<file path="config.mk">
export PLATFORM = sky130hd
export DESIGN_NAME = muldiv_hilo_unit_flat
export DESIGN_NICKNAME = d
export VERILOG_FILES = /design/src/rtl/muldiv_hilo_unit_if.sv /design/src/rtl/muldiv_hilo_unit.sv /design/src/flat_wrapper.sv
export SDC_FILE = /design/constraint.sdc
export NUM_CORES = 1
export LEC_CHECK = 0
export CAP_MARGIN = 0
export CORE_UTILIZATION = 41
export CTS_CLUSTER_SIZE = 10
export DETAILED_ROUTE_END_ITERATION = 16
export PLACE_DENSITY = 0.86
export SYNTH_ARGS = -nofsm -noshare
export SYNTH_HDL_FRONTEND = slang
export SYNTH_SLANG_ARGS = --single-unit
</file>
<file path="constraint.sdc">
create_clock -name clock -period 5 [get_ports clock]
set_input_delay 1 -clock clock [delete_from_list [all_inputs] [get_ports clock]]
set_output_delay 1 -clock clock [all_outputs]
set_load 0.05 [all_outputs]
</file>
<file path="src/rtl/muldiv_hilo_unit_if.sv">
// Handshake and data bundle between the mult/div datapath and the HI/LO unit.
// The driver side of the datapath uses master; the unit itself uses slave.
interface muldiv_hilo_unit_if;
  logic        start_mult;
  logic        start_div;
  logic [31:0] mult_hi;
  logic [31:0] mult_lo;
  logic [31:0] div_hi;
  logic [31:0] div_lo;
  logic        div_done;
  logic        div_zero;
  logic        hi_wr;
  logic        lo_wr;
  logic [31:0] wr_data;
  logic [31:0] hi_out;
  logic [31:0] lo_out;
  logic        busy;
  logic        done;
  logic        div_zero_exc;
  logic        timeout_err;

  modport master (
    output start_mult, start_div,
    output mult_hi, mult_lo,
    output div_hi, div_lo,
    output div_done, div_zero,
    output hi_wr, lo_wr, wr_data,
    input  hi_out, lo_out,
    input  busy, done,
    input  div_zero_exc, timeout_err
  );

  modport slave (
    input  start_mult, start_div,
    input  mult_hi, mult_lo,
    input  div_hi, div_lo,
    input  div_done, div_zero,
    input  hi_wr, lo_wr, wr_data,
    output hi_out, lo_out,
    output busy, done,
    output div_zero_exc, timeout_err
  );
endinterface

</file>
<file path="src/rtl/muldiv_hilo_unit.sv">
// HI/LO sequencer for the Booth multiplier and divider.
// Optional divider watchdog: define MULDIV_DIV_TIMEOUT_EN.
module muldiv_hilo_unit #(
  parameter int MULT_LAT    = 32,
  parameter int DIV_TIMEOUT = 40
) (
  input logic            clock,
  input logic            reset,
  muldiv_hilo_unit_if.slave bus
);

  localparam int CMAX = (MULT_LAT > DIV_TIMEOUT) ? MULT_LAT : DIV_TIMEOUT;
  localparam int CW   = $clog2(CMAX) + 1;

  typedef enum logic [1:0] {
    IDLE,
    MULT_WAIT,
    DIV_WAIT,
    DONE
  } state_e;

  state_e        state_q, state_d;
  logic [CW-1:0] cnt_q, cnt_d;
  logic [31:0]   hi_q, hi_d;
  logic [31:0]   lo_q, lo_d;
  logic          busy_q, busy_d;
  logic          done_q, done_d;
  logic          exc_q, exc_d;
  logic          tmo_q, tmo_d;
  logic          div_ok;
  logic          div_bad;
  logic          div_tmo;
  logic          mult_cap;
  logic          wr_ok;

  assign mult_cap = (state_q == MULT_WAIT) && (cnt_q == '0);
  assign div_ok   = (state_q == DIV_WAIT) && bus.div_done && !bus.div_zero;
  assign div_bad  = (state_q == DIV_WAIT) && bus.div_done && bus.div_zero;
  assign wr_ok    = (state_q == IDLE) || (state_q == DONE);

`ifdef MULDIV_DIV_TIMEOUT_EN
  // A div_done on the timeout edge wins over the timeout.
  assign div_tmo = (state_q == DIV_WAIT) && !bus.div_done &&
                   (cnt_q == CW'(DIV_TIMEOUT - 1));
`else
  assign div_tmo = 1'b0;
`endif

  // State and counter register.
  always_ff @(posedge clock or posedge reset) begin
    if (reset) begin
      state_q <= IDLE;
      cnt_q   <= '0;
    end else begin
      state_q <= state_d;
      cnt_q   <= cnt_d;
    end
  end

  // Next state and sequencing counter.
  always_comb begin
    state_d = state_q;
    cnt_d   = cnt_q;
    unique case (state_q)
      IDLE: begin
        if (bus.start_mult) begin
          state_d = MULT_WAIT;
          cnt_d   = CW'(MULT_LAT - 1);
        end else if (bus.start_div) begin
          state_d = DIV_WAIT;
          cnt_d   = '0;
        end
      end
      MULT_WAIT: begin
        if (cnt_q == '0) state_d = DONE;
        else             cnt_d   = cnt_q - 1'b1;
      end
      DIV_WAIT: begin
        if (bus.div_done || div_tmo) begin
          state_d = DONE;
          cnt_d   = '0;
        end
`ifdef MULDIV_DIV_TIMEOUT_EN
        else begin
          cnt_d = cnt_q + 1'b1;
        end
`endif
      end
      DONE: state_d = IDLE;
      default: state_d = IDLE;
    endcase
  end

  // Registered status and HI/LO update from captures and mthi/mtlo.
  always_comb begin
    hi_d   = hi_q;
    lo_d   = lo_q;
    busy_d = (state_d == MULT_WAIT) || (state_d == DIV_WAIT);
    done_d = (state_d == DONE);
    exc_d  = div_bad;
    tmo_d  = tmo_q | div_tmo;
    if (mult_cap) begin
      hi_d = bus.mult_hi;
      lo_d = bus.mult_lo;
    end
    if (div_ok) begin
      hi_d = bus.div_hi;
      lo_d = bus.div_lo;
    end
    if (wr_ok && bus.hi_wr) hi_d = bus.wr_data;
    if (wr_ok && bus.lo_wr) lo_d = bus.wr_data;
  end

  // Output and architectural register flops.
  always_ff @(posedge clock or posedge reset) begin
    if (reset) begin
      hi_q   <= '0;
      lo_q   <= '0;
      busy_q <= 1'b0;
      done_q <= 1'b0;
      exc_q  <= 1'b0;
      tmo_q  <= 1'b0;
    end else begin
      hi_q   <= hi_d;
      lo_q   <= lo_d;
      busy_q <= busy_d;
      done_q <= done_d;
      exc_q  <= exc_d;
      tmo_q  <= tmo_d;
    end
  end

  assign bus.hi_out       = hi_q;
  assign bus.lo_out       = lo_q;
  assign bus.busy         = busy_q;
  assign bus.done         = done_q;
  assign bus.div_zero_exc = exc_q;
`ifdef MULDIV_DIV_TIMEOUT_EN
  assign bus.timeout_err  = tmo_q;
`else
  assign bus.timeout_err  = 1'b0;
`endif

endmodule
</file>
<file path="src/flat_wrapper.sv">
// flat-port wrapper written by rule: the top's interface ports become plain ports
module muldiv_hilo_unit_flat 
#(
  parameter int MULT_LAT    = 32,
  parameter int DIV_TIMEOUT = 40
)
  (clock, reset, bus_start_mult, bus_start_div, bus_mult_hi, bus_mult_lo, bus_div_hi, bus_div_lo, bus_div_done, bus_div_zero, bus_hi_wr, bus_lo_wr, bus_wr_data, bus_hi_out, bus_lo_out, bus_busy, bus_done, bus_div_zero_exc, bus_timeout_err);
  muldiv_hilo_unit_if bus_i ();
  input logic clock;
  input logic reset;
  input wire logic [$bits(bus_i.start_mult)-1:0] bus_start_mult;
  input wire logic [$bits(bus_i.start_div)-1:0] bus_start_div;
  input wire logic [$bits(bus_i.mult_hi)-1:0] bus_mult_hi;
  input wire logic [$bits(bus_i.mult_lo)-1:0] bus_mult_lo;
  input wire logic [$bits(bus_i.div_hi)-1:0] bus_div_hi;
  input wire logic [$bits(bus_i.div_lo)-1:0] bus_div_lo;
  input wire logic [$bits(bus_i.div_done)-1:0] bus_div_done;
  input wire logic [$bits(bus_i.div_zero)-1:0] bus_div_zero;
  input wire logic [$bits(bus_i.hi_wr)-1:0] bus_hi_wr;
  input wire logic [$bits(bus_i.lo_wr)-1:0] bus_lo_wr;
  input wire logic [$bits(bus_i.wr_data)-1:0] bus_wr_data;
  output wire logic [$bits(bus_i.hi_out)-1:0] bus_hi_out;
  output wire logic [$bits(bus_i.lo_out)-1:0] bus_lo_out;
  output wire logic [$bits(bus_i.busy)-1:0] bus_busy;
  output wire logic [$bits(bus_i.done)-1:0] bus_done;
  output wire logic [$bits(bus_i.div_zero_exc)-1:0] bus_div_zero_exc;
  output wire logic [$bits(bus_i.timeout_err)-1:0] bus_timeout_err;
  assign bus_i.start_mult = bus_start_mult;
  assign bus_i.start_div = bus_start_div;
  assign bus_i.mult_hi = bus_mult_hi;
  assign bus_i.mult_lo = bus_mult_lo;
  assign bus_i.div_hi = bus_div_hi;
  assign bus_i.div_lo = bus_div_lo;
  assign bus_i.div_done = bus_div_done;
  assign bus_i.div_zero = bus_div_zero;
  assign bus_i.hi_wr = bus_hi_wr;
  assign bus_i.lo_wr = bus_lo_wr;
  assign bus_i.wr_data = bus_wr_data;
  assign bus_hi_out = bus_i.hi_out;
  assign bus_lo_out = bus_i.lo_out;
  assign bus_busy = bus_i.busy;
  assign bus_done = bus_i.done;
  assign bus_div_zero_exc = bus_i.div_zero_exc;
  assign bus_timeout_err = bus_i.timeout_err;
  muldiv_hilo_unit #(.MULT_LAT(MULT_LAT), .DIV_TIMEOUT(DIV_TIMEOUT)) u_core (.clock(clock), .reset(reset), .bus(bus_i));
endmodule
</file>
Yosys cells after proc, flatten, opt, wreduce, memory -nomap -nowiden
Index checks and enable logic that the tools add are counted.
Cells by class
  $add $sub $neg: 1
  equal/unequal tests: 9
  muxes and demuxes: 16
  reduce and logical (&&, ||, !) cells: 15
Operator list (count)
  two-way mux 32 bit: 6
  two-way mux 7 bit: 4
  one-hot mux 7 bit (3 select lines): 1
  nonzero test 3 bit: 3
  equality test 2 bit, second input constant: 4
  two-way mux 2 bit: 4
  one-hot mux 2 bit (4 select lines): 1
  logical NOT 7 bit: 1
  subtractor 7 x 1 -> 7 bit, second input constant: 1
  logical AND 1 bit: 6
  equality test 2 x 1 -> 1 bit, second input constant: 2
  != test 2 bit, second input constant: 2
  AND reduction 4 bit: 1
  != test 3 bit, second input constant: 1
  logical NOT 2 bit: 1
  logical OR 1 bit: 2
  logical NOT 1 bit: 1
Word-level totals
  register bits: 76
  output and inout bits: 68

Depth between registers and ports, before layout
  depth in word-level cells: 5
  mapped depth: 9
  mapped depth without buffers: 7

Worst setup path after synthesis
No wires, ideal clock.
  path kind: in2reg
  start: input port bus_div_zero
  end: register u_core.hi_q[10], in the netlist u_core.bus.hi_out[10]
  arrival time: 2241 ps
  required time: 4933 ps
  slack: 2693 ps
  stages on the path: 7
  buffers on the path: 3
  cell sequence: and3b_1 > clkbuf_1 > clkbuf_1 > buf_1 > nand2_1 > o21ai_0 > a221o_1
On the way
  word-level cells in the longest chain between the ends: 4
RTL lines
  from (decl): RTL line flat_wrapper.sv:18  | input wire logic [$bits(bus_i.div_zero)-1:0] bus_div_zero;
  logical NOT 1 bit *: RTL line muldiv_hilo_unit.sv:37  | assign div_ok = (state_q == DIV_WAIT) && bus.div_done && !bus.div_zero;
  logical AND 1 bit *: RTL line muldiv_hilo_unit.sv:37
  two-way mux 32 bit: RTL line muldiv_hilo_unit.sv:106  | if (div_ok) begin
  two-way mux 32 bit: RTL line muldiv_hilo_unit.sv:110  | if (wr_ok && bus.hi_wr) hi_d = bus.wr_data;
  to (signal assigned): RTL line muldiv_hilo_unit.sv:124  | hi_q <= hi_d;
  to (decl): RTL line muldiv_hilo_unit.sv:24  | logic [31:0] hi_q, hi_d;
Every way passes the cells marked *; elsewhere a longest branch is shown, timed or not.
A chain may end at the register's enable or synchronous reset.

Worst setup path in the final report
  start: input port bus_div_done
  end: register u_core.hi_q[18], in the netlist u_core.bus.hi_out[18]
On the way
  word-level cells in the longest chain between the ends: 4
RTL lines
  from (decl): RTL line flat_wrapper.sv:17  | input wire logic [$bits(bus_i.div_done)-1:0] bus_div_done;
  logical AND 1 bit * (2 in series): RTL line muldiv_hilo_unit.sv:37
  two-way mux 32 bit: RTL line muldiv_hilo_unit.sv:106
  two-way mux 32 bit: RTL line muldiv_hilo_unit.sv:110
Marked as above.

==> results.txt <==
Total Routing Usage GR - 29.83%
total die area - 0.01020 mm²
Die Wd - 101.0 µm
Clk pwr share - 10.3%
Initial Utilization - 42.87%
setup slack at placement - 1691 ps
Crit Path Class - input pin to flop
post-synth top area cell - dfrtp_1
RSZ-0062 raised after global routing - false
H-Tree Depth - 3
Post-Synth Adder-Cell Area - 2.180%
first-pass GRT wire length - 22,870 µm
combined area of the multi-input logic cells - 0.001966 mm²
CTS Sinks - 76
Yosys warnings - 0
# fillers - 730
CTS Buffer Depth - 2
synthesized flop and latch total - 76
main combinational cell family by area after synthesis - compound AO/OA/AOI/OAI gates
Area contributors post-synth - dfrtp_1 47%, a221o_1 12%, nand2_1 9.5%
post-DR vias/cell - 5.735
CTS buffer count - 9
Pint - 2.424 mW
Die Ht - 101.0 µm
Hold Path Class - flop to flop
synth-to-layout area growth - 65.71%
Tcrit/Tclk final - 58.45%
Seq pwr share - 24.1%
DRT Wirelength - 15,220 µm
Avg Cell Area, Syn - 9.131 µm²
placed cells - 774
arrival time worst endpoint - 3200 ps
number of setup buffers added after CTS - 0
run status - finished, final reports clean
final setup skew - 13.87 ps
clock slew at reported path FFs - 80 ps
max-cap viol count - 0
hold path depth - 1
Max FO, Critical Path - 25
Psw - 2.399 mW
DRC violations left - 0
Rows - 35
DRT Pass-1 Iters - 5
Rel. slew slack - 27.71%
Root Buffer - clkbuf_8
combinational share of power - 65.6%
DP HPWL - 11,590 µm
hold buffer count at CTS - 0
Worst Path Required - 5280 ps
LEAKAGE - 2.696 nW
post-synthesis compound-gate area fraction - 28.25%
Synth Area in Simple Gates - 16.88%
FF-to-FF path depth - 6
Sw Ratio - 49.74%
Distinct cells, synth - 34
setup TNS - 0 ps
antenna-violating nets left - 0
VDD IR max - 0.3876 mV
Routability Congestion - 0.8912
pwr dens - 724.3 mW/mm²
Final Max Tran Viols - 0
Layout Cells excl Fill - 788
GR Overflow Total - 0
XOR/XNOR Fraction of Synth Area - 0%
CP startpoint kind - input pin
vias - 4,519
register area - 0.001902 mm²
Clk Latency, worst-skew pair - 350 ps
# diodes - 0
vias in the first global route - 4,520
mux share of post-synthesis cell area - 0.5606%
Hold Vio Cnt, Final - 0
clock tree from TritonCTS - yes
initial antenna violation count - 0
layout cell share with drive strength beyond 1 - 7.436%
Post-CTS Resized - 0
Setup Viol. Count Final - 0
pin count of the biggest net entering global routing - 45
port bufs - 234
drt wl/cell - 19.31 µm
Core ar. - 0.009371 mm²
Post-Syn Area - 0.004018 mm²
Yosys top cell area share - 47.34%
CP Capture Type - flop
setup ws final - 2078 ps
Syn Nets - 615
worst slew pin tran - 1079 ps
max frequency - 342.2 MHz
1st-iter DRT viols - 308
I/O pin cnt - 236
sequential share of the synthesized area - 47.34%
final net count - 831
Syn Inst Count - 440
Final min period - 2922 ps
## critical path, stage by stage
cell,delay (ps)
clkdlybuf4s50_1,460
and3b_2,420
nor3_2,710
buf_4,380
a221o_1,200
## final timing paths
path / start / to / slack, ps
max in group asynchronous: reset / u_core.bus.lo_out[17]$_DFFE_PP0P_ / 3020
worst max register to register: u_core.state_q[1]$_DFF_PP0_ / u_core.bus.lo_out[7]$_DFFE_PP0P_ / 2150
min in group asynchronous: reset / u_core.bus.hi_out[20]$_DFFE_PP0P_ / 1030
worst max-delay path: bus_div_done / u_core.bus.hi_out[18]$_DFFE_PP0P_ / 2080
worst min register to register: u_core.bus.lo_out[15]$_DFFE_PP0P_ / u_core.bus.lo_out[15]$_DFFE_PP0P_ / 520
worst min-delay path: u_core.bus.lo_out[15]$_DFFE_PP0P_ / u_core.bus.lo_out[15]$_DFFE_PP0P_ / 520
## power groups by stage
stage | registers (mW) | clock network [mW] | logic, mW
floorplan | 2.04 | 0 | 1.20
global placement | 1.15 | 0 | 3.05
detailed placement | 1.15 | 0 | 3.16
CTS | 1.15 | 0.500 | 3.16
global route | 1.19 | 0.527 | 3.36
finish | 1.16 | 0.498 | 3.16
## per-layer routing
metal  up-vias  global-route usage, %  routed length (µm)
met1      2114                  35.02                5516
met4         0                  14.94                 688
met5         -                      0                   0
li1       2041                      -                   -
met3        64                  7.282                1515
met2       300                  50.90                7497
## synthesized netlist by cell type, drive strengths merged
master   count
a21oi       16
a221o       47
a221oi       1
a311oi       1
and3         2
and3b        1
buf          9
clkbuf      27
conb         1
dfrtp       76
ha           7
inv          8
mux2         2
nand2      102
nand2b       2
nand3        3
nand3b       2
nand4        1
nand4b       1
nor2        36
nor2b        2
nor3         6
o211ai       3
o21a         1
o21ai       55
o221a       17
o2bb2ai      4
o31a         3
o41ai        1
or3          2
or3b         1
## metrics by stage
| stage | instance area [µm²] | total power [mW] | utilization [%] | hold slack (ps) |
|---|---|---|---|---|
| 2_1_floorplan | 4018 | 3.245 | - | 513.9 |
| 3_3_place_gp | 6455 | 4.207 | 68.88 | 494.2 |
| 3_5_place_dp | 6455 | 4.306 | 68.88 | 496.5 |
| 4_1_cts | 6658 | 4.814 | 71.04 | 519.5 |
| 5_1_grt | 6658 | 5.077 | 71.04 | 534.8 |
| 6_report | 6658 | 4.822 | 71.04 | 517.5 |
## area by class of cell
type | count | share of cell area [%]
Timing Repair Buffer | 241 | 35.97
Multi-Input combinational cell | 320 | 29.52
Sequential cell | 76 | 28.57
Tap cell | 129 | 2.424
Clock buffer | 9 | 1.861
Clock inverter | 5 | 1.184
Inverter | 8 | 0.4698
## sequential cells by signal (all words and copies together) (netlist names)
| name | cells |
|---|---|
| u_core.bus.hi_out | 32 |
| u_core.bus.lo_out | 32 |
| u_core.cnt_q | 7 |
| u_core.state_q | 2 |
| u_core.bus.busy | 1 |
| u_core.bus.div_zero_exc | 1 |
| u_core.bus.done | 1 |
## cell usage in the layout, fill, tap and decap left out, types with 2 or more instances in the layout
cell / netlist / layout
nand3b_1: 2 / 2
a221o_1: 47 / 47
and3_1: 2 / 2
ha_1: 7 / 7
o211ai_1: 3 / 3
clkinv_2: 0 / 3
o221a_2: 17 / 17
nand2b_1: 2 / 2
mux2_2: 2 / 2
nand3_1: 3 / 3
a21oi_1: 16 / 16
o2bb2ai_1: 4 / 4
o21ai_0: 55 / 55
or3_1: 2 / 2
nor3_2: 0 / 2
nand2_1: 102 / 102
clkbuf_8: 0 / 9
clkdlybuf4s50_1: 0 / 234
inv_1: 8 / 7
nor3_1: 6 / 4
buf_4: 1 / 7
o31a_1: 3 / 3
bufinv_16: 0 / 2
dfrtp_1: 76 / 76
nor2_1: 36 / 36
## cell families after synthesis
family / count (synthesis)
flops: 76
other cells: 1
buf+inv: 44
compound gates: 149
mux: 2
simple gates: 161
fa+ha+maj: 7
(Power assumes the default switching activity.)
